$ cat config.mk
export PLATFORM = sky130hd
export DESIGN_NAME = gpca_seq
export DESIGN_NICKNAME = d
export VERILOG_FILES = /design/src/rtl/gpca_seq.sv
export SDC_FILE = /design/constraint.sdc
export NUM_CORES = 1
export LEC_CHECK = 0
export ABC_AREA = 1
export CORE_UTILIZATION = 60
export CTS_BUF_LIST = sky130_fd_sc_hd__clkbuf_8 sky130_fd_sc_hd__clkbuf_16
export DETAILED_ROUTE_END_ITERATION = 10
export HOLD_SLACK_MARGIN = 0.1
export PLACE_DENSITY = 0.84
export SYNTH_ARGS = -nofsm -noshare
export SYNTH_HDL_FRONTEND = slang
export SYNTH_SLANG_ARGS = --single-unit
$ cat constraint.sdc
create_clock -name clk -period 4.9 [get_ports clk]
set_clock_uncertainty 0.15 [all_clocks]
set_input_delay 0.98 -clock clk [delete_from_list [all_inputs] [get_ports clk]]
set_output_delay 0.98 -clock clk [all_outputs]
set_load 0.03 [all_outputs]
$ cat src/rtl/gpca_seq.sv
// gpca_seq: iterative multiply/divide sequencer.
// Two rows of the controlled add/subtract array are applied each RUN cycle,
// so a W-bit operation retires in W/2 cycles.
module gpca_seq #(
  parameter int unsigned W = 4
) (
  input  logic             clk,
  input  logic             rst_n,
  input  logic             start_i,
  input  logic             mode_i,
  input  logic [W-1:0]     a_i,
  input  logic [W-1:0]     b_i,
  output logic             busy_o,
  output logic             done_o,
  output logic [2*W-1:0]   result_o,
  output logic             dbz_o
);

  localparam int unsigned HALF = W / 2;
  localparam int unsigned CW   = $clog2(HALF + 1);
  localparam int unsigned AW   = 2 * W + 1;

  typedef enum logic [1:0] {
    S_IDLE = 2'd0,
    S_RUN  = 2'd1,
    S_DZ   = 2'd2,
    S_DONE = 2'd3
  } state_e;

  state_e            state_q, state_d;
  logic              mode_q, mode_d;
  logic [W-1:0]      opa_q, opa_d;   // multiplicand / dividend (shifts left in divide)
  logic [W-1:0]      opb_q, opb_d;   // multiplier (shifts right in multiply) / divisor
  logic [AW-1:0]     acc_q, acc_d;
  logic [CW-1:0]     cnt_q, cnt_d;
  logic [2*W-1:0]    result_q, result_d;
  logic              dbz_q, dbz_d;
  logic              busy_q, busy_d;
  logic              done_q, done_d;

  logic [AW-1:0]     mul_r0, mul_r1, div_r0, div_r1, acc_step;

  // One shift-add row: add multiplicand into the upper half when the bit is set, then shift right.
  function automatic logic [AW-1:0] mul_row(input logic [AW-1:0] acc,
                                             input logic [W-1:0]  mcand,
                                             input logic          mbit);
    logic [W:0] hi;
    hi = acc[2*W:W];
    if (mbit) begin
      hi = (W+1)'(acc[2*W-1:W]) + (W+1)'(mcand);
    end
    return {1'b0, hi, acc[W-1:1]};
  endfunction

  // One restoring row: shift in a dividend bit, trial-subtract the divisor,
  // and let the borrow select between keeping the difference and restoring.
  function automatic logic [AW-1:0] div_row(input logic [AW-1:0] acc,
                                             input logic          dbit,
                                             input logic [W-1:0]  dvsr);
    logic [W:0]   tmp;
    logic [W+1:0] diff;
    logic         sub_ok;
    logic [W-1:0] rem_n;
    tmp    = {acc[2*W-1:W], dbit};
    diff   = (W+2)'(tmp) - (W+2)'(dvsr);
    sub_ok = ~diff[W+1];
    rem_n  = sub_ok ? diff[W-1:0] : tmp[W-1:0];
    return {1'b0, rem_n, acc[W-2:0], sub_ok};
  endfunction

  // Two array rows evaluated combinationally per RUN cycle.
  always_comb begin
    mul_r0   = mul_row(acc_q,  opa_q, opb_q[0]);
    mul_r1   = mul_row(mul_r0, opa_q, opb_q[1]);
    div_r0   = div_row(acc_q,  opa_q[W-1], opb_q);
    div_r1   = div_row(div_r0, opa_q[W-2], opb_q);
    acc_step = mode_q ? div_r1 : mul_r1;
  end

  // Next-state, datapath and registered-output decode.
  always_comb begin
    state_d  = state_q;
    mode_d   = mode_q;
    opa_d    = opa_q;
    opb_d    = opb_q;
    acc_d    = acc_q;
    cnt_d    = cnt_q;
    result_d = result_q;
    dbz_d    = dbz_q;

    case (state_q)
      S_IDLE, S_DONE: begin
        if (start_i) begin
          mode_d  = mode_i;
          opa_d   = a_i;
          opb_d   = b_i;
          acc_d   = '0;
          cnt_d   = CW'(HALF);
          state_d = (mode_i && (b_i == '0)) ? S_DZ : S_RUN;
        end else if (state_q == S_DONE) begin
          state_d = S_IDLE;
        end
      end
      S_RUN: begin
        acc_d = acc_step;
        cnt_d = cnt_q - CW'(1);
        if (mode_q) begin
          opa_d = opa_q << 2;
        end else begin
          opb_d = opb_q >> 2;
        end
        if (cnt_q == CW'(1)) begin
          result_d = acc_step[2*W-1:0];
          dbz_d    = 1'b0;
          state_d  = S_DONE;
        end
      end
      S_DZ: begin
        result_d = {opa_q, {W{1'b1}}};
        dbz_d    = 1'b1;
        state_d  = S_DONE;
      end
      default: state_d = S_IDLE;
    endcase

    busy_d = (state_d == S_RUN) || (state_d == S_DZ);
    done_d = (state_d == S_DONE);
  end

  // State and datapath registers.
  always_ff @(posedge clk or negedge rst_n) begin
    if (!rst_n) begin
      state_q  <= S_IDLE;
      mode_q   <= 1'b0;
      opa_q    <= '0;
      opb_q    <= '0;
      acc_q    <= '0;
      cnt_q    <= '0;
      result_q <= '0;
      dbz_q    <= 1'b0;
      busy_q   <= 1'b0;
      done_q   <= 1'b0;
    end else begin
      state_q  <= state_d;
      mode_q   <= mode_d;
      opa_q    <= opa_d;
      opb_q    <= opb_d;
      acc_q    <= acc_d;
      cnt_q    <= cnt_d;
      result_q <= result_d;
      dbz_q    <= dbz_d;
      busy_q   <= busy_d;
      done_q   <= done_d;
    end
  end

  assign busy_o   = busy_q;
  assign done_o   = done_q;
  assign result_o = result_q;
  assign dbz_o    = dbz_q;

endmodule

# Yosys cells after proc, flatten, opt, wreduce, memory -nomap -nowiden
# Index checks and enable logic that the tools add are counted.
classes:
  n_addsub: 5
  eq_ne: 11
  n_mux: 24
  n_bitwise: 2
  n_reduce_logical: 12
ops:
  columns: ["operator", "count"]
  rows:
  - ["two-way mux 4 bit", 6]
  - ["case mux 9 bit (2 select lines)", 1]
  - ["two-way mux 8 bit", 2]
  - ["case mux 4 bit (2 select lines)", 2]
  - ["case mux 8 bit (2 select lines)", 1]
  - ["subtractor 5 x 4 -> 6 bit", 2]
  - ["adder 4 x 4 -> 5 bit", 2]
  - ["two-way mux 2 bit", 5]
  - ["two-way mux 5 bit", 2]
  - ["two-way mux 9 bit", 1]
  - ["== test 2 bit, second input constant", 4]
  - ["inequality test 2 bit, second input constant", 4]
  - ["== test 2 x 1 -> 1 bit, second input constant", 3]
  - ["case mux 2 bit (3 select lines)", 1]
  - ["AND reduction 2 bit", 3]
  - ["AND reduction 3 bit", 2]
  - ["logical NOT 4 bit", 1]
  - ["case mux 2 bit (2 select lines)", 1]
  - ["nonzero test 2 bit", 2]
  - ["logical NOT 2 bit", 1]
  - ["NOT 1 bit", 2]
  - ["case mux 1 bit (2 select lines)", 1]
  - ["OR reduction 2 bit", 1]
  - ["subtractor 2 x 1 -> 2 bit, second input constant", 1]
  - ["3 further kinds", 3]
word_totals:
  ff_bits: 33

# Longest topological paths before layout
# Gate-level depths: netlist (run 1).
logic_depth:
  ltp_word: 7
  depth_mapped: 20

# Worst setup path before layout (run 1)
# Ideal clock, no wire load.
synth_timing:
  path_kind: "register -> register"
  start: "register opb_q[1]"
  end: "register acc_q[5]"
  t_arrival_ns: 2.387
  slack_ns: 2.280
  path_stages_with_launch: 19
  n_path_buf: 0
  period_less_slack_ns: 2.620
  path_cell_list: "dfrtp_1 > inv_1 > ha_1 > nand2_1 > nand2_1 > nand3_2 > nand2_1 > nand2_1 > and2_1 > ha_1 > a21oi_1 > nand2_1 > nand2_1 > nand3_1 > nand2_1 > nand3_1 > nand2_1 > nand2_1 > o21ai_0"
synth_between:
  elab_chain_cells: 6
synth_rtl:
  columns: ["element", "line", "rtl"]
  rows:
  - ["start, declared", "33", "logic [W-1:0] opb_q, opb_d;"]
  - ["start signal, assigned", "147", "opb_q <= opb_d;"]
  - ["subtractor 5 x 4 -> 6 bit", "65", "diff = (W+2)'(tmp) - (W+2)'(dvsr);"]
  - ["two-way mux 4 bit", "67", "rem_n = sub_ok ? diff[W-1:0] : tmp[W-1:0];"]
  - ["subtractor 5 x 4 -> 6 bit", "65", null]
  - ["two-way mux 4 bit", "67", null]
  - ["two-way mux 8 bit (*)", "77", "acc_step = mode_q ? div_r1 : mul_r1;"]
  - ["case mux 9 bit (2 select lines) (*)", "91", "case (state_q)"]
  - ["end signal, assigned", "137", "acc_q <= '0;"]
  - ["end signal, assigned", "148", "acc_q <= acc_d;"]
  - ["end, declared", "34", "logic [AW-1:0] acc_q, acc_d;"]
# Every way passes the cells marked *; elsewhere a longest branch is shown, timed or not.
# A chain may end at the register's enable or synchronous reset.

# Worst setup path after layout (run 1)
layout_timing:
  start: "register opb_q[1]"
  end: "register acc_q[4]"
# Same word-level chain as after synthesis.

==> flow_metrics.env, run 1 <==
export IMPL_period_share=0.6207
export IMPL_wl_cell_um=15.07
export IMPL_crit_path_end_kind="flop"
export IMPL_rsz_0062_raised_after_global_routing="false"
export IMPL_timing_hold_worst_start="result_o[6]"
export IMPL_multi_input_comb_area_um2=1229
export IMPL_initialDrtViolationCount=128
export IMPL_finalWorstSetupSlack_ns=1.858
export IMPL_layout_drive_gt1_share=0.05863
export IMPL_grtUsageTotal=0.2989
export IMPL_detail_route_vias_per_cell=5.768
export IMPL_fin_util=0.7440
export IMPL_die_area_um2=3897
export IMPL_crit_reg2reg_launch="opb_q[1]"
export IMPL_vias=2036
export IMPL_drv_max_cap_violation_count=0
export IMPL_crit_buf_inv=1
export IMPL_first_global_vias=1869
export IMPL_antenna_found_initial=0
export IMPL_floorplan_rows=21
export IMPL_hold_path_class="reg -> reg"
export IMPL_maxSlewViolCount=0
export IMPL_cts_repair_resized=0
export IMPL_worst_r2r_setup_slack_ns=1.86
export IMPL_timing_worst_slew_pin_value_ns=0.6562
export IMPL_n_antenna_cell=0
export IMPL_synth_warnings=0
export IMPL_netlist_cell_type_count=31
export IMPL_postSynth_asyncResetShare=1.000
export IMPL_clock_path_buffers=2
export IMPL_syn_nets=316
export IMPL_start_util=0.6414
export IMPL_finalNetCount=343
export IMPL_floorplan_die_width_um=62.43
export IMPL_final_period_minus_worst_setup_slack_ns=3.042
export IMPL_synth_flop_cell="sky130_fd_sc_hd__dfrtp_1"
export IMPL_gp_routability_congestion=0.9456
export IMPL_r2r_end="acc_q[4]"
export IMPL_design_core_area_um2=3416
export IMPL_postCtsSetupBuffers=0
export IMPL_netlist_instances=280
export IMPL_timing_critical_path_cells="inv_1 -> ha_1 -> nand2_1 -> nand2_1 -> nand3_2 -> nand2_1 -> nand2_1 -> and2_1 -> ha_1 -> a21oi_1 -> nand2_1 -> nand2_1 -> nand3_1 -> nand2_1 -> nand3_1 -> nand2_1 -> nand2_1 -> o21ai_0"
export IMPL_cts_sinks=32
export IMPL_buffer_ports_inserted=22
export IMPL_fmax_ghz=0.3288
export IMPL_first_pass_iters=5
export IMPL_clk_latency_ns=0.28
export IMPL_postRouteAntennaNets=0
export IMPL_total_count_of_hold_check_failures_in_the_final_report=0
export IMPL_mappedNetlistArea_um2=2191
export IMPL_timing_setup_critical_path_class="reg -> reg"
export IMPL_cts_buffers_inserted=5
export IMPL_worst_endpoint_arrival_ns=3.08
export IMPL_number_of_flops_mapped_to_enable_cells_by_yosys=0
export IMPL_die_height_um=62.43
export IMPL_grt_first_pass_wirelength_um=8942
export IMPL_route_final_wire_length_um=5318
export IMPL_htree_levels=2
export IMPL_area_sequential_um2=800.8
export IMPL_worstRegToRegCells=18
export IMPL_globalRoute_totalOverflow=0
export IMPL_crit_path_max_fanout=6
export IMPL_timing_slew_headroom=0.5626
export IMPL_nFillCells=271
export IMPL_synth_ff_latch_count=32
export IMPL_tritoncts_clock_tree="done"
export IMPL_cp_slowest_cell="sky130_fd_sc_hd__dfrtp_1"
export IMPL_critical_path_required_ns=4.93
export IMPL_remaining_drcs=0
export IMPL_report_final_setup_viol=0
export IMPL_postCtsHoldBufs=0
export IMPL_grt_start_max_net_pins=33
export IMPL_whs_endpoint="result_o[6]"
export IMPL_hold_path_cell_count=2
export IMPL_cts_clk_slew_worst_paths_ns=0.06
export IMPL_io_pins=23
export IMPL_synthToLayoutAreaGrowth_pct=15.99
export IMPL_status="completed"
export IMPL_cpMostUsedCell="sky130_fd_sc_hd__nand2_1"
export IMPL_cp_slowest_stage_delay_ns=0.40
export IMPL_clock_root_buffer="sky130_fd_sc_hd__clkbuf_8"
export IMPL_synth_seq_area_share=0.3655
export IMPL_critPathLaunchType="flop"
export IMPL_crit_family="simple AND/OR/NAND/NOR gates"
export IMPL_setup_total_negative_slack_ns=0
export IMPL_hpwl_um=4104
export IMPL_pre_cts_slack_ns=1.923
export IMPL_syn_avg_cell_area_um2=7.824
-- how the worst max path moves through the flow --
stage / startpoint / end / slack [ns] / cells after the start
final: opb_q[1] / acc_q[4] / 1.86 / 18
after global routing: opb_q[1] / acc_q[4] / 1.59 / 18
after detailed placement: opb_q[1] / result_o[6] / 1.92 / 18
after global placement: opb_q[1] / result_o[6] / 1.98 / 17
after CTS: opb_q[1] / result_o[6] / 1.90 / 18
after floorplan: opb_q[1] / acc_q[5] / 2.28 / 18
-- worst min-delay path: cells and delay by family (launching register included) --
family | cells | cell delay [ns]
DFF | 1 | 0.34
and+or+nand+nor | 2 | 0.11
-- per-layer routing --
layer	GRT usage	vias to the layer above	wire length [um]
li1	-	985	-
met1	0.4068	972	2336
met2	0.4973	67	2610
met3	0.03650	12	283
met4	0.09593	0	86
met5	0	-	0
-- flip-flops by register name, indices dropped and copies added, names as in the netlist --
signal and count:
opb_q 4, result_o 8, dbz_o 1, acc_q 8
mode_q 1, done_o 1, opa_q 4, cnt_q 2
state_q 2, busy_o 1
-- cells by family after synthesis --
kind of cell | after synthesis | share of synthesized area
flops | 32 | 0.3655
buf+inv | 42 | 0.07367
compound gates | 60 | 0.1656
fa+ha+maj | 24 | 0.1508
simple gates | 120 | 0.2364
xor+xnor | 2 | 0.007997
-- metrics by stage --
stage,instance area [um^2],instances,hold WS [ns]
5_1_grt,2541,353,0.3588
6_report,2541,353,0.3362
3_3_place_gp,2464,346,0.3162
3_5_place_dp,2464,346,0.3231
2_1_floorplan,2191,280,0.3019
4_1_cts,2541,353,0.3416
-- synth_stat cells, drive strengths merged, types with 2 or more instances --
master	instances	area share
a21oi	20	0.058
buf	2	0.0040
dfrtp	32	0.37
fa	4	0.037
ha	20	0.11
inv	39	0.068
nand2	63	0.11
nand3	27	0.064
nand3b	2	0.0069
nor2	25	0.049
o211ai	6	0.021
o21ai	30	0.074
xor2	2	0.0080
-- cell type report --
cell class	count	area share
multi-input cells	206	0.4835
flip-flops and latches	32	0.3151
repair buffers	23	0.08961
inverters	39	0.05859
clock buffers	5	0.02708
well taps	46	0.02265
clock inverters	2	0.003447
-- layout by cell type (no fill, tap or decap), types with 4 or more instances in the layout --
cell and n:
sky130_fd_sc_hd__nand2_1 63, sky130_fd_sc_hd__fa_1 4, sky130_fd_sc_hd__ha_1 20, sky130_fd_sc_hd__clkdlybuf4s50_1 22, sky130_fd_sc_hd__o21ai_1 5, sky130_fd_sc_hd__clkbuf_8 5, sky130_fd_sc_hd__nor2_1 22, sky130_fd_sc_hd__a21oi_1 17
sky130_fd_sc_hd__o21ai_0 24, sky130_fd_sc_hd__o211ai_1 6, sky130_fd_sc_hd__dfrtp_1 32, sky130_fd_sc_hd__nand3_1 26, sky130_fd_sc_hd__inv_1 37
Power of run 1 is not shown: default switching activity piles up to over one toggle a cycle in this logic, so the estimate is an artifact.
==> inputs of run 2 (changes only) <==
--- a/config.mk
+++ b/config.mk
@@ -6,11 +6,11 @@
 export NUM_CORES = 1
 export LEC_CHECK = 0
 export ABC_AREA = 1
-export CORE_UTILIZATION = 60
+export CORE_UTILIZATION = 57
 export CTS_BUF_LIST = sky130_fd_sc_hd__clkbuf_8 sky130_fd_sc_hd__clkbuf_16
 export DETAILED_ROUTE_END_ITERATION = 10
 export HOLD_SLACK_MARGIN = 0.1
-export PLACE_DENSITY = 0.84
+export PLACE_DENSITY = 0.8
 export SYNTH_ARGS = -nofsm -noshare
 export SYNTH_HDL_FRONTEND = slang
 export SYNTH_SLANG_ARGS = --single-unit
==> constraint.sdc (replaced) <==
create_clock -name clk -period 2.9 [get_ports clk]
set_clock_uncertainty 0.15 [all_clocks]
set_input_delay 0.58 -clock clk [delete_from_list [all_inputs] [get_ports clk]]
set_output_delay 0.58 -clock clk [all_outputs]
set_load 0.03 [all_outputs]
==> flow_metrics.env, run 2 (synthesis gave the netlist of run 1 again) <==
export IMPL_die_height_um=64.00
export IMPL_buffer_ports_inserted=22
export IMPL_postCtsHoldBufs=0
export IMPL_timing_hold_worst_start="result_o[5]"
export IMPL_cpMostUsedCell="sky130_fd_sc_hd__nand2_1"
export IMPL_crit_path_end_kind="flop"
export IMPL_vias=2032
export IMPL_start_util=0.5984
export IMPL_globalRoute_totalOverflow=0
export IMPL_worst_r2r_setup_slack_ns=0.16
export IMPL_postRouteAntennaNets=0
export IMPL_cts_buffers_inserted=5
export IMPL_period_share=0.9436
export IMPL_r2r_end="result_o[5]"
export IMPL_timing_critical_path_cells="inv_2 -> ha_1 -> fa_1 -> nand2_1 -> and2_1 -> ha_4 -> nand3_1 -> nand2_2 -> nand2_4 -> nand3_4 -> nand2_1 -> nand3_1 -> nand3_1 -> nand2_1 -> nand2_1"
export IMPL_synthToLayoutAreaGrowth_pct=23.76
export IMPL_fin_util=0.7406
export IMPL_whs_endpoint="result_o[5]"
export IMPL_timing_worst_slew_pin_value_ns=0.4764
export IMPL_grt_first_pass_wirelength_um=9239
export IMPL_n_antenna_cell=0
export IMPL_detail_route_vias_per_cell=5.582
export IMPL_setup_total_negative_slack_ns=0
export IMPL_crit_path_max_fanout=4
export IMPL_cp_slowest_cell="sky130_fd_sc_hd__fa_1"
export IMPL_worst_endpoint_arrival_ns=2.76
export IMPL_worstRegToRegCells=15
export IMPL_die_area_um2=4095
export IMPL_layout_drive_gt1_share=0.1456
export IMPL_timing_setup_critical_path_class="reg -> reg"
export IMPL_hold_path_class="reg -> reg"
export IMPL_hpwl_um=4205
export IMPL_remaining_drcs=0
export IMPL_cts_sinks=32
export IMPL_initialDrtViolationCount=160
export IMPL_cp_slowest_stage_delay_ns=0.48
export IMPL_final_common_cell="sky130_fd_sc_hd__nand2_1"
export IMPL_route_final_wire_length_um=5404
export IMPL_status="completed"
export IMPL_total_count_of_hold_check_failures_in_the_final_report=0
export IMPL_wl_cell_um=14.85
export IMPL_first_pass_iters=4
export IMPL_clk_latency_ns=0.28
export IMPL_grt_start_max_net_pins=33
export IMPL_dpl_instance_area_um2=2519
export IMPL_drv_max_cap_violation_count=0
export IMPL_report_final_setup_viol=0
export IMPL_number_of_instances_in_the_placed_design=355
export IMPL_timing_slew_headroom=0.6824
export IMPL_floorplan_rows=22
export IMPL_htree_levels=2
export IMPL_most_common_layout_cells="59 x sky130_fd_sc_hd__nand2_1, 34 x sky130_fd_sc_hd__inv_1, 32 x sky130_fd_sc_hd__dfrtp_1"
export IMPL_hold_path_cell_count=2
export IMPL_fmax_ghz=0.3654
export IMPL_final_period_minus_worst_setup_slack_ns=2.736
export IMPL_cts_clk_slew_worst_paths_ns=0.06
export IMPL_maxSlewViolCount=0
export IMPL_rsz_0062_raised_after_global_routing="false"
export IMPL_gp_routability_congestion=0.9091
export IMPL_design_core_area_um2=3661
export IMPL_clock_root_buffer="sky130_fd_sc_hd__clkbuf_8"
export IMPL_first_global_vias=2012
export IMPL_nFillCells=299
export IMPL_crit_reg2reg_launch="opa_q[3]"
export IMPL_critical_path_required_ns=2.92
export IMPL_floorplan_die_width_um=64.00
export IMPL_finalNetCount=352
export IMPL_grtUsageTotal=0.2970
export IMPL_clock_path_buffers=2
export IMPL_post_route_cell_area_um2=2711
export IMPL_antenna_found_initial=0
export IMPL_stdcell_count=364
export IMPL_io_pins=23
export IMPL_critPathLaunchType="flop"
export IMPL_tritoncts_clock_tree="done"
==> run 2: cell count changes in the layout (fill, tap and decap cells not counted), sizes merged <==
cell	previous run	this run
clkinv	1	0
clkbuf	5	7
buf	1	10
inv	40	39
==> run 2: worst max-delay path, delay by kind of cell, from the launching register on <==
kind	cells	cell delay, ns
AND/OR/NAND/NOR	11	1.02
adder cells (fa/ha/maj)	3	1.00
flip-flops	1	0.38
buffers and inverters	1	0.08
==> run 2: how the worst max path moves through the flow <==
stage / to / startpoint / depth (start not counted)
floorplan: acc_q[5] / opb_q[1] / 18
global placement: acc_q[6] / opa_q[3] / 15
detailed placement: result_o[5] / opa_q[3] / 19
CTS: result_o[5] / opa_q[3] / 15
global route: result_o[5] / acc_q[4] / 13
finish: result_o[5] / opa_q[3] / 15
==> run 2: final cells by class <==
type | instances | area, um^2 | share of cell area
multi-input combinational | 206 | 1310 | 0.4832
inverter | 39 | 148.9 | 0.05491
sequential | 32 | 800.8 | 0.2953
tap | 48 | 60.06 | 0.02215
clock buffer | 7 | 96.34 | 0.03553
timing repair buffer | 32 | 295.3 | 0.1089
==> run 2: through the flow <==
| stage | hold WS, ns | setup WS, ns |
|---|---|---|
| after floorplan | 0.1344 | 0.2802 |
| after global placement | 0.3136 | -0.08050 |
| after detailed placement | 0.3244 | -0.04812 |
| after CTS | 0.3402 | 0.03537 |
| after global routing | 0.3648 | 0.001339 |
| final | 0.3320 | 0.1636 |
==> run 2: metal layers <==
metal	track usage	routed length, um
met5	0	0
met4	0.09943	102
met3	0.05179	229
met2	0.4920	2637
met1	0.3917	2435
==> run 2: what timing repair did <==
item	CTS	global route
endpoints found under the setup margin	6	9
buffers inserted	0	2
pin swaps	0	3
resized for setup	5	19
Power of run 2 is left out for the same reason.
